`src/rtl/word_unpacker_pkg.sv`:
```
// Shared CNN packing definitions: element geometry, valid-flag position and
// the unpacker state encoding.
package word_unpacker_pkg;

    localparam int ELEM_W_DEF = 20;
    localparam int ELEMS_DEF  = 3;
    localparam int WORD_W_DEF = 64;
    localparam int VALID_BIT  = WORD_W_DEF - 1;

    typedef enum logic [1:0] {
        IDLE = 2'd0,
        WAIT = 2'd1,
        EMIT = 2'd2
    } unpack_state_t;

endpackage

```
`src/rtl/elem_slice_mux.sv`:
```
// Selects one element of a packed payload by index, oldest (most significant)
// element first, and flags the final element.
module elem_slice_mux
    import word_unpacker_pkg::*;
#(
    parameter int ELEM_W = ELEM_W_DEF,
    parameter int ELEMS  = ELEMS_DEF,
    localparam int IDX_W = (ELEMS > 1) ? $clog2(ELEMS) : 1
) (
    input  logic [ELEMS*ELEM_W-1:0] payload,
    input  logic [IDX_W-1:0]        idx,
    output logic [ELEM_W-1:0]       elem,
    output logic                    last
);

    always_comb begin
        elem = '0;
        last = 1'b0;
        for (int i = 0; i < ELEMS; i++) begin
            if (idx == IDX_W'(i)) begin
                elem = payload[(ELEMS-1-i)*ELEM_W +: ELEM_W];
                last = (i == ELEMS - 1);
            end
        end
    end

endmodule

```
`src/rtl/word_unpacker.sv`:
```
// Reads packed words from a FIFO, drops malformed ones, and streams the
// contained elements oldest first over a valid/ready interface.
module word_unpacker
    import word_unpacker_pkg::*;
#(
    parameter int ELEM_W = ELEM_W_DEF,
    parameter int ELEMS  = ELEMS_DEF,
    parameter int WORD_W = WORD_W_DEF
) (
    input  logic              clk,
    input  logic              reset,
    input  logic              fifo_empty,
    output logic              fifo_rd_en,
    input  logic [WORD_W-1:0] fifo_rdata,
    output logic [ELEM_W-1:0] out_data,
    output logic              out_valid,
    input  logic              out_ready,
    output logic              out_last,
    output logic              err_drop,
    output logic [7:0]        drop_count
);

    localparam int PAY_W = ELEMS * ELEM_W;
    localparam int IDX_W = (ELEMS > 1) ? $clog2(ELEMS) : 1;
    localparam int VBIT  = WORD_W - 1;

    unpack_state_t    state, state_nxt;
    logic [PAY_W-1:0] payload_q;
    logic [IDX_W-1:0] idx_q;
    logic             err_q;
    logic [7:0]       drop_q;
    logic             rd_req;
    logic             word_ok;
    logic             handshake;
    logic [ELEM_W-1:0] sel_elem;
    logic             sel_last;

    // Bits between the valid flag and the payload must be zero.
    assign word_ok   = fifo_rdata[VBIT] && (fifo_rdata[VBIT-1:PAY_W] == '0);
    assign handshake = (state == EMIT) && out_ready;

    elem_slice_mux #(
        .ELEM_W (ELEM_W),
        .ELEMS  (ELEMS)
    ) u_slice_mux (
        .payload (payload_q),
        .idx     (idx_q),
        .elem    (sel_elem),
        .last    (sel_last)
    );

    always_comb begin
        state_nxt = state;
        rd_req    = 1'b0;
        case (state)
            IDLE: begin
                if (!fifo_empty) begin
                    rd_req    = 1'b1;
                    state_nxt = WAIT;
                end
            end
            WAIT: begin
                state_nxt = word_ok ? EMIT : IDLE;
            end
            EMIT: begin
                if (handshake && sel_last) begin
                    if (!fifo_empty) begin
                        rd_req    = 1'b1;
                        state_nxt = WAIT;
                    end else begin
                        state_nxt = IDLE;
                    end
                end
            end
            default: state_nxt = IDLE;
        endcase
    end

    always_ff @(posedge clk) begin
        if (!reset) begin
            state <= IDLE;
        end else begin
            state <= state_nxt;
        end
    end

    always_ff @(posedge clk) begin
        if (!reset) begin
            payload_q <= '0;
            idx_q     <= '0;
            err_q     <= 1'b0;
            drop_q    <= 8'd0;
        end else begin
            err_q <= (state == WAIT) && !word_ok;
            if ((state == WAIT) && !word_ok && (drop_q != 8'hFF)) begin
                drop_q <= drop_q + 8'd1;
            end
            if (state == WAIT) begin
                payload_q <= fifo_rdata[PAY_W-1:0];
                idx_q     <= '0;
            end else if (handshake) begin
                idx_q <= sel_last ? '0 : idx_q + IDX_W'(1);
            end
        end
    end

    // Outputs are forced quiet while reset is held so nothing leaks before the
    // state register has been cleared.
    assign fifo_rd_en = rd_req && reset;
    assign out_valid  = (state == EMIT) && reset;
    assign out_data   = out_valid ? sel_elem : '0;
    assign out_last   = out_valid && sel_last;
    assign err_drop   = err_q;
    assign drop_count = drop_q;

endmodule

```
`config.mk`:
```
export PLATFORM = sky130hd
export DESIGN_NAME = word_unpacker
export DESIGN_NICKNAME = d
export VERILOG_FILES = /design/src/rtl/word_unpacker_pkg.sv /design/src/rtl/elem_slice_mux.sv /design/src/rtl/word_unpacker.sv
export SDC_FILE = /design/constraint.sdc
export NUM_CORES = 1
export LEC_CHECK = 0
export CORE_MARGIN = 2
export CORE_UTILIZATION = 45
export DETAILED_ROUTE_END_ITERATION = 16
export PLACE_DENSITY = 0.8
export SLEW_MARGIN = 30
export SYNTH_ARGS = -nofsm -noshare
export SYNTH_HDL_FRONTEND = slang
export SYNTH_HIERARCHICAL = 1
export SYNTH_SLANG_ARGS = --single-unit
```
`constraint.sdc`:
```
create_clock -name clk -period 2.4 [get_ports clk]
set_input_delay 0.48 -clock clk [delete_from_list [all_inputs] [get_ports clk]]
set_output_delay 0.48 -clock clk [all_outputs]
set_load 0.02 [all_outputs]
```
==> impl_metrics.ini <==
[route]
wirelength_mm = 8.82
remaining_drc_errors = 0
num_vias = 3134
drtAntennaViolNets = 0
drt_iter0_drc = 164
viasPerCell = 5.15
wl_per_cell_um = 14.5
drt_first_pass_iters = 4

[pwr]
switchingPower_uw = 606
irDropWorstVdd_mv = 0.334
intPower_mw = 2.03
total_power_mw = 2.64
clockPowerShare_pct = 40.1
comb_power_share_pct = 11.0
p_per_area_mw_per_mm2 = 571
seqPwrFrac_pct = 48.9
cellLeakagePower_nw = 1.63
swShare_pct = 22.9

[logic_synthesis]
synth_area_sq_mm = 0.00332
yosysSeqAreaShare_pct = 44.0
yosys.cell_types.count = 42
syn-instance-count = 410
syn_nets = 479
ys.flop_type = dfxtp_1
synth_largest_area_cell = dfxtp_1
async_flop_share_pct = 0
synth_top_area_share_pct = 44.0
synth_area_per_cell_sq_um = 8.10
ys_seq_elements = 73
synth_edf_count = 0
yosys_warnings = 6
post_synth_main_area_contributors = dfxtp_1 (44%), nand2_1 (14%), a21oi_1 (9.8%)

[critical_path]
cp_top_family = buffers and inverters
cp-end-kind = primary output
worstPathRequired_ps = 1920
timing.critical_path.buf_inv = 4
crit_chain = clkdlybuf4s50_1, inv_2, buf_4, a2111oi_1, dlygate4sd2_1
critPathMaxStageDelay_ps = 500
r2r_cells = 5
critPathArrivalTime_ps = 1910
cp.depth = 5
cp-endpoint = fifo_rd_en
r2r-start = state[1]
timing.rr.end = payload_q[12]
slowest_stage = clkdlybuf4s50_1
startpoint = reset
critical_path_class = input pin to primary output
reg2reg_slack_ps = 590
worstPathMaxFanout = 3
startpoint_type = input pin

[global_routing]
met1_usage_pct = 26.8
grt_first_pass_wirelength_mm = 14.2
grt_pass1_vias = 3018
grt_max_degree = 67
grtUsageTotal_pct = 21.4
use_met2_pct = 36.9
top_usage_layer = met2
antenna_found_initial = 0
grt_overflow = 0
grt_use_met3_pct = 4.27

[clocking]
cts-hold-fix-buffers = 0
cts_buffers = 9
tritoncts = built
clockRootBuffer = clkbuf_8
htreeDepth = 3
clkTransAtPathRegs_ps = 70
clkLatencyLatePin_ps = 330
clock_sinks = 73
ctsLongestPathBuffers = 2

[placed_design]
dp_hpwl_mm = 5.94
gp_congestion = 0.896
io_buffers = 99
dp.cells = 591

[status]
outcome = complete, no violations

[floorplan]
io_pins = 100
dieArea_sq_mm = 0.00808
core_sq_mm = 0.00721
die_y_um = 89.9
die_w_um = 89.9
rows = 31
start_util_pct = 46.0

[timing]
fin_crit_sh_pct = 99.4
worst_pin_slew_ps = 688
final.min_clock_period_ps = 2390
hold_viol = 0
clock_skew_ps = 3.78
maxSlewViolCount = 0
setup_viol = 0
max_freq_ghz = 0.419
setup_tns_ps = 0
slew_headroom_pct = 54.1

[cells_and_area]
fillers = 639
layout.cells.non_filler = 609
drive_gt1_share_pct = 12.0
n_antenna_cell = 0
fin_nets = 574
syn2layout_area_growth_pct = 39.3
ff_latch_area_sq_mm = 0.00146
multiInputGateArea_sq_mm = 0.00171

[job]
max_cap_viol_count = 0

[hold_path]
hold_path.class = flop to flop
cells in the final DEF, fill, tap and decap left out, types with 3 or more instances in the layout:
cell             synthesis  routed
nand2b_1                 4       3
buf_4                    2      16
clkbuf_8                 0      10
a21oi_1                 65      65
clkdlybuf4s50_1          0      76
nand2_1                128     128
dlygate4sd2_1            0       3
clkbuf_2                 0       8
o2bb2ai_1               20      20
and2_1                  22      22
mux2i_1                 23      23
clkdlybuf4s15_2          0      11
dfxtp_1                 73      73
area by class of cell:
class | count | area share (%)
Inverter | 3 | 0.244
Sequential cell | 73 | 31.6
Timing Repair Buffer | 117 | 23.8
Tap cell | 99 | 2.68
Clock inverter | 5 | 1.70
Multi-Input combinational cell | 301 | 37.0
Clock buffer | 11 | 3.06
worst register-to-register path, cell delays in order (launching register included):
cell and delay, ps:
dfxtp_1 380, buf_4 170, nand2b_2 450, buf_4 460, nand2_1 100, a21oi_1 170
stage by stage:
stage	instance area [sq um]	hold slack, ps	util, %	setup slack (ps)
2_1_floorplan	3320	436	-	217
6_report	4620	455	64.1	15.0
4_1_cts	4650	457	64.5	-11.7
3_5_place_dp	4410	446	61.1	-388
3_3_place_gp	4410	441	61.1	-346
5_1_grt	4620	480	64.1	-59.4
how the worst min path moves through the flow:
| stage | startpoint | to | slack (ps) | depth (start not counted) |
|---|---|---|---|---|
| global placement | payload_q[46] | payload_q[46] | 440 | 2 |
| floorplan | payload_q[40] | payload_q[40] | 440 | 2 |
| finish | payload_q[43] | payload_q[43] | 450 | 2 |
| CTS | payload_q[43] | payload_q[43] | 460 | 2 |
| global route | payload_q[34] | payload_q[34] | 480 | 2 |
| detailed placement | payload_q[43] | payload_q[43] | 450 | 2 |
synthesized netlist by cell type, types with 3 or more instances:
library cell,instances
and2_1,22
a2111oi_0,3
nor2b_1,4
dfxtp_1,73
a21oi_1,65
mux2i_1,23
nand2b_1,4
nand2_1,128
clkbuf_1,17
buf_1,6
buf_2,5
o2bb2ai_1,20
state kept, by name (all words and copies together) (netlist names):
| register | count |
|---|---|
| idx_q | 2 |
| err_drop | 1 |
| drop_count | 8 |
| state | 2 |
| payload_q | 60 |
power groups by stage:
stage / Combinational, mW / Clock, mW / Sequential, mW
global placement: 0.285 / 0 / 1.31
detailed placement: 0.288 / 0 / 1.32
floorplan: 0.130 / 0 / 1.31
CTS: 0.290 / 1.08 / 1.29
global route: 0.318 / 1.12 / 1.30
finish: 0.290 / 1.06 / 1.29
logic make-up (layout without fill, tap and decap cells):
logic type | after synthesis | after routing | synth area share (%)
multiplexers | 23 | 23 | 6.93
AND/OR/NAND/NOR | 176 | 176 | 24.2
AO/OA/AOI/OAI | 101 | 101 | 19.2
adder cells (fa/ha/maj) | 1 | 1 | 0.377
flip-flops | 73 | 73 | 44.0
buffers and inverters | 36 | 136 | 5.27
layer usage:
metal | vias up | share of wire (%)
met5 | - | 0
met4 | 0 | 1.3
met3 | 9 | 5.0
met2 | 90 | 50
met1 | 1447 | 44
li1 | 1588 | -
timing repair:
| action | in CTS | in global routing |
|---|---|---|
| endpoints found under the setup margin | 23 | 19 |
| setup buffers | 0 | 1 |
| gates cloned | 0 | 1 |
| resized for setup | 57 | 11 |
| pin swaps | 0 | 0 |
No activity file was read; power rests on OpenSTA's default activity.
==> edit (config.mk and constraints unchanged) <==
Remove the register `err_q`: a continuous assignment takes its place, so the output `err_drop` follows one clock earlier.
--- a/src/rtl/word_unpacker.sv
+++ b/src/rtl/word_unpacker.sv
@@ -88,10 +88,8 @@
         if (!reset) begin
             payload_q <= '0;
             idx_q     <= '0;
-            err_q     <= 1'b0;
             drop_q    <= 8'd0;
         end else begin
-            err_q <= (state == WAIT) && !word_ok;
             if ((state == WAIT) && !word_ok && (drop_q != 8'hFF)) begin
                 drop_q <= drop_q + 8'd1;
             end
@@ -104,6 +102,8 @@
         end
     end
 
+    assign err_q = (state == WAIT) && !word_ok;
+
     // Outputs are forced quiet while reset is held so nothing leaks before the
     // state register has been cleared.
     assign fifo_rd_en = rd_req && reset;
Behaviour: not the same (Yosys sat finds a counterexample within 4 cycles, from zero or initial values and one cycle with reset low).
==> edit against the unedited design <==
Largest power group unchanged; sequential cell count fell by 1; routed wire length fell by 3.7%; area after synthesis fell by 2.8%; highest routed layer unchanged; power rose by 3.5%; clock skew rose by 0.0045 ns; global-route usage rose by 1.0 points; cell area fell by 3.2%; synthesized cell count fell by 2.4%; cell count fell by 2.0%; setup slack improved by 0.045 ns.
==> edit: results (changes against the unedited design) <==
outcome: "finished clean"
hpwl_mm: 5.98  # +0.83%
p_per_area_nw_per_um2: 610  # +6.9%
rows: 30  # -3.2%
nonClockInverterCount: 1  # -2
grt_use_total_pct: 22.4  # +1.0 points
ys_seq_area_share_pct: 44.6  # +0.62 points
synth.distinct_cells: 33  # -21%
synth_nets: 469  # -2.1%
met2_length_mm: 4.04  # -7.6%
drt_iter0_drc: 170  # +3.7%
clock_sinks: 72  # -1.4%
buffer_area_share_pct: 22.5  # -1.2 points
finalWirelength_mm: 8.49  # -3.7%
irDropWorstVdd_uv: 364  # +9.1%
slowest_delay_ns: 0.54  # +0.04 ns
grt_use_met1_pct: 27.8  # +1.0 points
gp_congestion: 0.825  # -8.0%
seqCellArea_um2: 1440  # -1.4%
crit_arrival_ns: 1.86  # -0.05 ns
synthMuxAreaShare_pct: 6.82  # -0.11 points
grt_util_met3_pct: 7.46  # +3.2 points
dp_slack_ns: -0.263  # +0.125 ns
grt_pass1_wl_mm: 13.5  # -5.4%
wl_met3_um: 526  # +20%
synthTopCellsByArea: "dfxtp_1, nand2_1, a21oi_1, mux2i_1, o2bb2ai_1"
finClkSkew_ns: 0.00833  # +0.00455 ns
dr.pass1.iters: 5  # +1
power_leakage_nw: 1.67  # +2.6%
grt_max_degree: 63  # -6.0%
grtUsageMet2_pct: 36.0  # -0.91 points
edit: cell count changes after synthesis, sizes merged, moves of 2 or more:
| cell | unedited run | this run |
|---|---|---|
| a2111oi | 4 | 2 |
| a211oi | 2 | 0 |
| a21o | 0 | 3 |
| a311oi | 3 | 1 |
| a41oi | 2 | 0 |
| and3 | 3 | 7 |
| buf | 16 | 12 |
| inv | 3 | 1 |
| nand2b | 4 | 2 |
| nand4 | 1 | 3 |
| nor2 | 2 | 5 |
| nor3 | 1 | 3 |
edit: power breakdown:
part           internal [mW]  leakage, nW  switching [mW]
clock                  0.698        0.117           0.466
combinational          0.161        0.964           0.131
sequential              1.24        0.587          0.0298
total                   2.10         1.67           0.627
edit: final timing paths:
kind,slack (ns),depth (start not counted),from,to
worst max register to register,0.62,5,state[1],drop_count[7]
worst max-delay path,0.06,4,fifo_rdata[61],err_drop
worst min register to register,0.46,2,payload_q[58],payload_q[58]
worst min-delay path,0.46,2,payload_q[58],payload_q[58]
